File: src/rtl/multicycle_alu_if.sv
// multicycle_alu_if: handshake and data bundle for the sequential ALU.
//   master : start, op, lop, rop in; sees busy, done, result, result_hi, zero, div0
//   slave  : the ALU side; drives the status and result signals
interface multicycle_alu_if #(
  parameter int WIDTH = 32
);
  logic             start;
  logic [2:0]       op;
  logic [WIDTH-1:0] lop;
  logic [WIDTH-1:0] rop;
  logic             busy;
  logic             done;
  logic [WIDTH-1:0] result;
  logic [WIDTH-1:0] result_hi;
  logic             zero;
  logic             div0;

  modport master (
    output start, op, lop, rop,
    input  busy, done, result, result_hi, zero, div0
  );

  modport slave (
    input  start, op, lop, rop,
    output busy, done, result, result_hi, zero, div0
  );
endinterface

File: src/rtl/multicycle_alu.sv
// multicycle_alu: sequential ALU (add/sub/sltu/and/or in one cycle, shift-add mulu
// and restoring divu in WIDTH+1 cycles). Operands are latched on an accepted start.
//   clk, rst : rising-edge clock, asynchronous active-high reset
//   bus      : multicycle_alu_if slave (start/op/lop/rop in; busy/done/result/
//              result_hi/zero/div0 out). done is a one-cycle pulse; results hold
//              until the next done.
module multicycle_alu #(
  parameter int WIDTH = 32,
  parameter int CNT_W = 6
) (
  input  logic                 clk,
  input  logic                 rst,
  multicycle_alu_if.slave      bus
);

  typedef enum logic [1:0] {IDLE, RUN, FINISH} state_t;

  localparam logic [2:0] OP_ADD  = 3'b000;
  localparam logic [2:0] OP_SUB  = 3'b001;
  localparam logic [2:0] OP_SLT  = 3'b010;
  localparam logic [2:0] OP_AND  = 3'b011;
  localparam logic [2:0] OP_OR   = 3'b100;
  localparam logic [2:0] OP_MULU = 3'b101;
  localparam logic [2:0] OP_DIVU = 3'b110;

  state_t           state, state_nx;
  logic [CNT_W-1:0] cnt;
  logic             mul_op;
  logic [WIDTH-1:0] opnd;     // mulu: multiplicand; divu: divisor
  logic [WIDTH-1:0] acc_hi;   // mulu: upper partial product; divu: partial remainder
  logic [WIDTH-1:0] acc_lo;   // mulu: multiplier/lower product; divu: dividend/quotient
  logic [WIDTH-1:0] res_q, res_hi_q;
  logic             zero_q, div0_q;

  logic             iter_req, div0_req, last;
  logic [WIDTH-1:0] simple_res;
  logic [WIDTH:0]   mul_sum;
  logic [WIDTH:0]   div_shift;
  logic             div_ge;
  logic [WIDTH-1:0] div_sub;
  logic [WIDTH-1:0] step_hi, step_lo;

  assign iter_req = (bus.op == OP_MULU) || ((bus.op == OP_DIVU) && (bus.rop != '0));
  assign div0_req = (bus.op == OP_DIVU) && (bus.rop == '0);
  assign last     = (cnt == CNT_W'(WIDTH - 1));

  always_comb begin
    simple_res = '0;
    case (bus.op)
      OP_ADD:  simple_res = bus.lop + bus.rop;
      OP_SUB:  simple_res = bus.lop - bus.rop;
      OP_SLT:  simple_res = {{(WIDTH-1){1'b0}}, (bus.lop < bus.rop)};
      OP_AND:  simple_res = bus.lop & bus.rop;
      OP_OR:   simple_res = bus.lop | bus.rop;
      default: simple_res = '0;
    endcase
  end

  // One iteration of each algorithm. For divu the subtraction is done at WIDTH bits:
  // when div_ge holds the true difference is below the divisor, so no bits are lost.
  always_comb begin
    mul_sum   = {1'b0, acc_hi} + (acc_lo[0] ? {1'b0, opnd} : '0);
    div_shift = {acc_hi, acc_lo[WIDTH-1]};
    div_ge    = (div_shift >= {1'b0, opnd});
    div_sub   = div_shift[WIDTH-1:0] - opnd;
    if (mul_op) begin
      step_hi = mul_sum[WIDTH:1];
      step_lo = {mul_sum[0], acc_lo[WIDTH-1:1]};
    end else begin
      step_hi = div_ge ? div_sub : div_shift[WIDTH-1:0];
      step_lo = {acc_lo[WIDTH-2:0], div_ge};
    end
  end

  always_ff @(posedge clk or posedge rst) begin
    if (rst) state <= IDLE;
    else     state <= state_nx;
  end

  always_comb begin
    state_nx = state;
    case (state)
      IDLE, FINISH: begin
        if (!bus.start)    state_nx = IDLE;
        else if (iter_req) state_nx = RUN;
        else               state_nx = FINISH;
      end
      RUN:     state_nx = last ? FINISH : RUN;
      default: state_nx = IDLE;
    endcase
  end

  always_ff @(posedge clk or posedge rst) begin
    if (rst) begin
      cnt      <= '0;
      mul_op   <= 1'b0;
      opnd     <= '0;
      acc_hi   <= '0;
      acc_lo   <= '0;
      res_q    <= '0;
      res_hi_q <= '0;
      zero_q   <= 1'b0;
      div0_q   <= 1'b0;
    end else begin
      case (state)
        IDLE, FINISH: begin
          if (bus.start) begin
            if (iter_req) begin
              mul_op <= (bus.op == OP_MULU);
              opnd   <= (bus.op == OP_MULU) ? bus.lop : bus.rop;
              acc_lo <= (bus.op == OP_MULU) ? bus.rop : bus.lop;
              acc_hi <= '0;
              cnt    <= '0;
            end else if (div0_req) begin
              res_q    <= '1;
              res_hi_q <= bus.lop;
              zero_q   <= 1'b0;
              div0_q   <= 1'b1;
            end else begin
              res_q    <= simple_res;
              res_hi_q <= '0;
              zero_q   <= (simple_res == '0);
              div0_q   <= 1'b0;
            end
          end
        end
        RUN: begin
          acc_hi <= step_hi;
          acc_lo <= step_lo;
          cnt    <= cnt + CNT_W'(1);
          if (last) begin
            res_q    <= step_lo;
            res_hi_q <= step_hi;
            zero_q   <= (step_lo == '0);
            div0_q   <= 1'b0;
          end
        end
        default: ;
      endcase
    end
  end

  assign bus.busy      = (state == RUN);
  assign bus.done      = (state == FINISH);
  assign bus.result    = res_q;
  assign bus.result_hi = res_hi_q;
  assign bus.zero      = zero_q;
  assign bus.div0      = div0_q;

endmodule
File: src/flat_wrapper.sv
// flat-port wrapper written by rule: the top's interface ports become plain ports
module multicycle_alu_flat 
#(
  parameter int WIDTH = 32,
  parameter int CNT_W = 6
)
  (clk, rst, bus_start, bus_op, bus_lop, bus_rop, bus_busy, bus_done, bus_result, bus_result_hi, bus_zero, bus_div0);
  multicycle_alu_if #(.WIDTH(WIDTH)) bus_i ();
  input  logic clk;
  input  logic rst;
  input wire logic [$bits(bus_i.start)-1:0] bus_start;
  input wire logic [$bits(bus_i.op)-1:0] bus_op;
  input wire logic [$bits(bus_i.lop)-1:0] bus_lop;
  input wire logic [$bits(bus_i.rop)-1:0] bus_rop;
  output wire logic [$bits(bus_i.busy)-1:0] bus_busy;
  output wire logic [$bits(bus_i.done)-1:0] bus_done;
  output wire logic [$bits(bus_i.result)-1:0] bus_result;
  output wire logic [$bits(bus_i.result_hi)-1:0] bus_result_hi;
  output wire logic [$bits(bus_i.zero)-1:0] bus_zero;
  output wire logic [$bits(bus_i.div0)-1:0] bus_div0;
  assign bus_i.start = bus_start;
  assign bus_i.op = bus_op;
  assign bus_i.lop = bus_lop;
  assign bus_i.rop = bus_rop;
  assign bus_busy = bus_i.busy;
  assign bus_done = bus_i.done;
  assign bus_result = bus_i.result;
  assign bus_result_hi = bus_i.result_hi;
  assign bus_zero = bus_i.zero;
  assign bus_div0 = bus_i.div0;
  multicycle_alu #(.WIDTH(WIDTH), .CNT_W(CNT_W)) u_core (.clk(clk), .rst(rst), .bus(bus_i));
endmodule
File: config.mk
export PLATFORM = sky130hd
export DESIGN_NAME = multicycle_alu_flat
export DESIGN_NICKNAME = d
export VERILOG_FILES = /design/src/rtl/multicycle_alu_if.sv /design/src/rtl/multicycle_alu.sv /design/src/flat_wrapper.sv
export SDC_FILE = /design/constraint.sdc
export NUM_CORES = 1
export LEC_CHECK = 0
export CAP_MARGIN = 20
export CORE_AREA = 2 2 160 194
export CTS_CLUSTER_SIZE = 10
export DETAILED_ROUTE_END_ITERATION = 16
export DIE_AREA = 0 0 162 196
export HOLD_SLACK_MARGIN = 0.03
export PLACE_DENSITY = 0.81
export SETUP_SLACK_MARGIN = 0.5
export SYNTH_ARGS = -nofsm -noshare
export SYNTH_HDL_FRONTEND = slang
export SYNTH_SLANG_ARGS = --single-unit
File: constraint.sdc
create_clock -name clk -period 9 [get_ports clk]
set_clock_uncertainty 0.15 [all_clocks]
set_input_delay 1.8 -clock clk [delete_from_list [all_inputs] [get_ports clk]]
set_output_delay 1.8 -clock clk [all_outputs]
set_load 0.02 [all_outputs]
==> results.cfg <==
[critical_path]
start_kind = input port
critPathBufInv = 3
crit_required_ns = 9.22
cp_top_family = compound AO/OA/AOI/OAI gates
r2r-start = u_core.acc_hi[1]
path_class = in -> reg
reg2regPathDepth = 12
slowest_stage = clkdlybuf4s50_1
end_kind = flip-flop
cp.arrival_ns = 6.38
critPathMaxStageDelay_ns = 0.66
worstPathMaxFanout = 11
crit_chain = clkdlybuf4s50_1 -> inv_1 -> ha_1 -> inv_1 -> a21oi_1 -> o32ai_1 -> a211oi_1 -> o41a_1 -> a41o_1 -> a21boi_0 -> nand4_1 -> nor4_1 -> nand4_1 -> o21ai_1
rrSetupSlack_ns = 4.22
timing.rr.end = u_core.bus.result_hi[8]

[power]
ir_drop_uv = 396
finalPower_w = 0.00545
power_density_mw_per_mm2 = 274
p_leak_nw = 9.09

[finish]
fill_cells = 2598
nets = 2622
seqCellArea_mm2 = 0.00428
design_area_mm2 = 0.0199
multi_input_comb_area_mm2 = 0.0124
area_growth_syn_to_layout_pct = 12.3
drive_gt1_share_pct = 4.74
post-route-util_pct = 66.5

[run_status]
status = completed

[sta]
slew_violations = 0
rsz0062_at_grt = false
finalCritPeriodShare_pct = 68.5
period_needed_ns = 6.16
totalNegativeSetupSlack_ns = 0
finalSetupViolCount = 0
slew_headroom_pct = 22.7
max_freq_mhz = 162
hold_violations = 0
worst_slew_pin_slew_ns = 1.15
hold_ws_ns = 0.327

[floorplan]
ios = 138
rows = 70
die_h_um = 196
core_area_mm2 = 0.0300
start_util_pct = 59.2
dieArea_mm2 = 0.0318
die_w_um = 162

[yosys]
yosysTopAreaCell = dfrtp_1
synth_nets = 2585
yosys_register_bits = 171
ys_warn_count = 0
synthFlopType = dfrtp_1
synth_commonest_cells = 282 x a21oi_1, 235 x nor2_1, 224 x nand2_1
synth_edf_count = 0
yosysSeqAreaShare_pct = 24.1
yosysMostFrequentCell = a21oi_1
synth_cell_type_count = 90
synth.area.top_cells = dfrtp_1 24%, ha_1 13%, a21oi_1 8.0%, nor2_1 5.0%, nand2_1 4.7%
yosysTopAreaCellShare_pct = 24.1
mappedNetlistArea_mm2 = 0.0177
syn_inst = 2333
avgSynthCellArea_um2 = 7.60
ys_async_sr_fraction_pct = 100

[global_routing]
track_usage_pct = 41.6
grt_pass1_wl_um = 103000
grt_pass1_vias = 17800
overflow = 0
antenna_found_initial = 1
grt_max_degree = 102

[detailed_routing]
drt-vias-per-instance = 6.84
num_vias = 19000
remaining_drc_errors = 0
routedWlPerCell_um = 24.2
drtIter0Drc = 2275
ant_nets = 0
wirelength_um = 67200
dr.pass1.iters = 7

[clocking]
htreeDepth = 4
clock_latency_ns = 0.44
cts_tree = done
cts_resized = 0
hold_buffers = 0
cts_sinks = 171
clk_path_buf_depth = 2
cts_root_buf = clkbuf_16
cts_buffers = 17
clkSlewWorstSetupHoldPaths_ns = 0.07
postCtsSetupRepairBufs = 0

[run]
cap_violations = 0

[worst_hold_path]
min_path_type = reg -> reg
worstHoldStart = u_core.bus.result[28]
whs_path_depth = 2
whs_endpoint = u_core.bus.result[28]

[placed_design]
placement.cell_area_mm2 = 0.0192
hpwlAfterDp_um = 50500
port_buffers = 137
gp_congestion = 1.10
logic make-up after synthesis:
group / Yosys count / share of synthesized area [%]
XOR/XNOR: 57 / 2.81
adder cells (fa/ha/maj): 182 / 13.0
AND/OR/NAND/NOR: 711 / 18.6
flip-flops: 171 / 24.1
AO/OA/AOI/OAI: 876 / 32.6
multiplexers: 44 / 2.52
buffers and inverters: 292 / 6.32
metal layers:
layer  global-route usage, %  vias to the layer above  share of wire [%]
li1                        -                     8561                  -
met1                    55.1                     9066                 40
met2                    66.2                     1153                 45
met3                    7.17                      242                 10
met4                    19.3                        0                5.9
met5                       0                        -                  0
state kept, by name, indices dropped and copies added, names as in the netlist:
name,flops
u_core.state,2
u_core.mul_op,1
u_core.acc_hi,32
u_core.bus.result_hi,32
u_core.bus.zero,1
u_core.bus.div0,1
u_core.cnt,6
u_core.bus.result,32
u_core.acc_lo,32
u_core.opnd,32
worst register-to-register path, stage by stage (launching register included):
cell,delay [ns]
dfrtp_1,0.43
ha_1,0.45
o21ai_0,0.13
a21oi_1,0.27
o21ai_1,0.22
a211oi_1,0.64
o211a_1,0.28
nor3_2,0.09
o221a_2,0.31
buf_4,0.31
o311ai_0,1.11
a21oi_1,0.11
o21ai_0,0.20
where the power goes:
part           internal [W]  total [W]  switching (W)
Combinational       0.00130    0.00325        0.00195
Sequential          0.00107    0.00138       0.000314
Clock              0.000472   0.000820       0.000348
Total               0.00284    0.00545        0.00261
cell usage in the layout (no fill, tap or decap), drive strengths merged, types with 11 or more instances in the layout:
master / n
nand2b: 24
a31oi: 15
o22ai: 12
and3: 11
xnor2: 32
o211ai: 100
o311ai: 14
o21bai: 14
o21ai: 161
clkdlybuf4s50: 137
buf: 24
ha: 178
xor2: 25
o21a: 19
clkbuf: 18
o221ai: 14
nand4: 32
a21oi: 283
nor4: 24
a21o: 63
nor2: 235
a221oi: 27
nor2b: 17
dfrtp: 171
nand2: 224
o31ai: 17
nand3: 35
and2: 42
inv: 153
mux2i: 39
nor3: 24
a211oi: 19
a221o: 15
worst max-delay path by stage:
stage	to	slack, ns	depth (start not counted)	start
finish	u_core.bus.zero	2.84	14	bus_rop[14]
global route	u_core.bus.zero	2.70	14	bus_rop[14]
CTS	u_core.bus.zero	3.02	14	bus_rop[14]
detailed placement	u_core.bus.zero	2.58	14	bus_rop[14]
global placement	u_core.bus.zero	2.53	14	bus_rop[0]
floorplan	u_core.acc_hi[0]	2.42	1	rst
stage by stage:
step,instances,worst slack (ns)
6_report,2780,2.84
3_5_place_dp,2746,2.58
3_3_place_gp,2746,2.53
5_1_grt,2779,2.70
2_1_floorplan,2333,2.42
4_1_cts,2778,3.02
area by class of cell:
type	instances	area share (%)
clock buffer	18	2.16
clock inverter	14	1.05
tap	396	2.49
timing repair buffer	161	7.89
antenna	1	0.0126
inverter	149	2.83
sequential	171	21.5
multi-input combinational	1870	62.1
(Power assumes the default switching activity.)
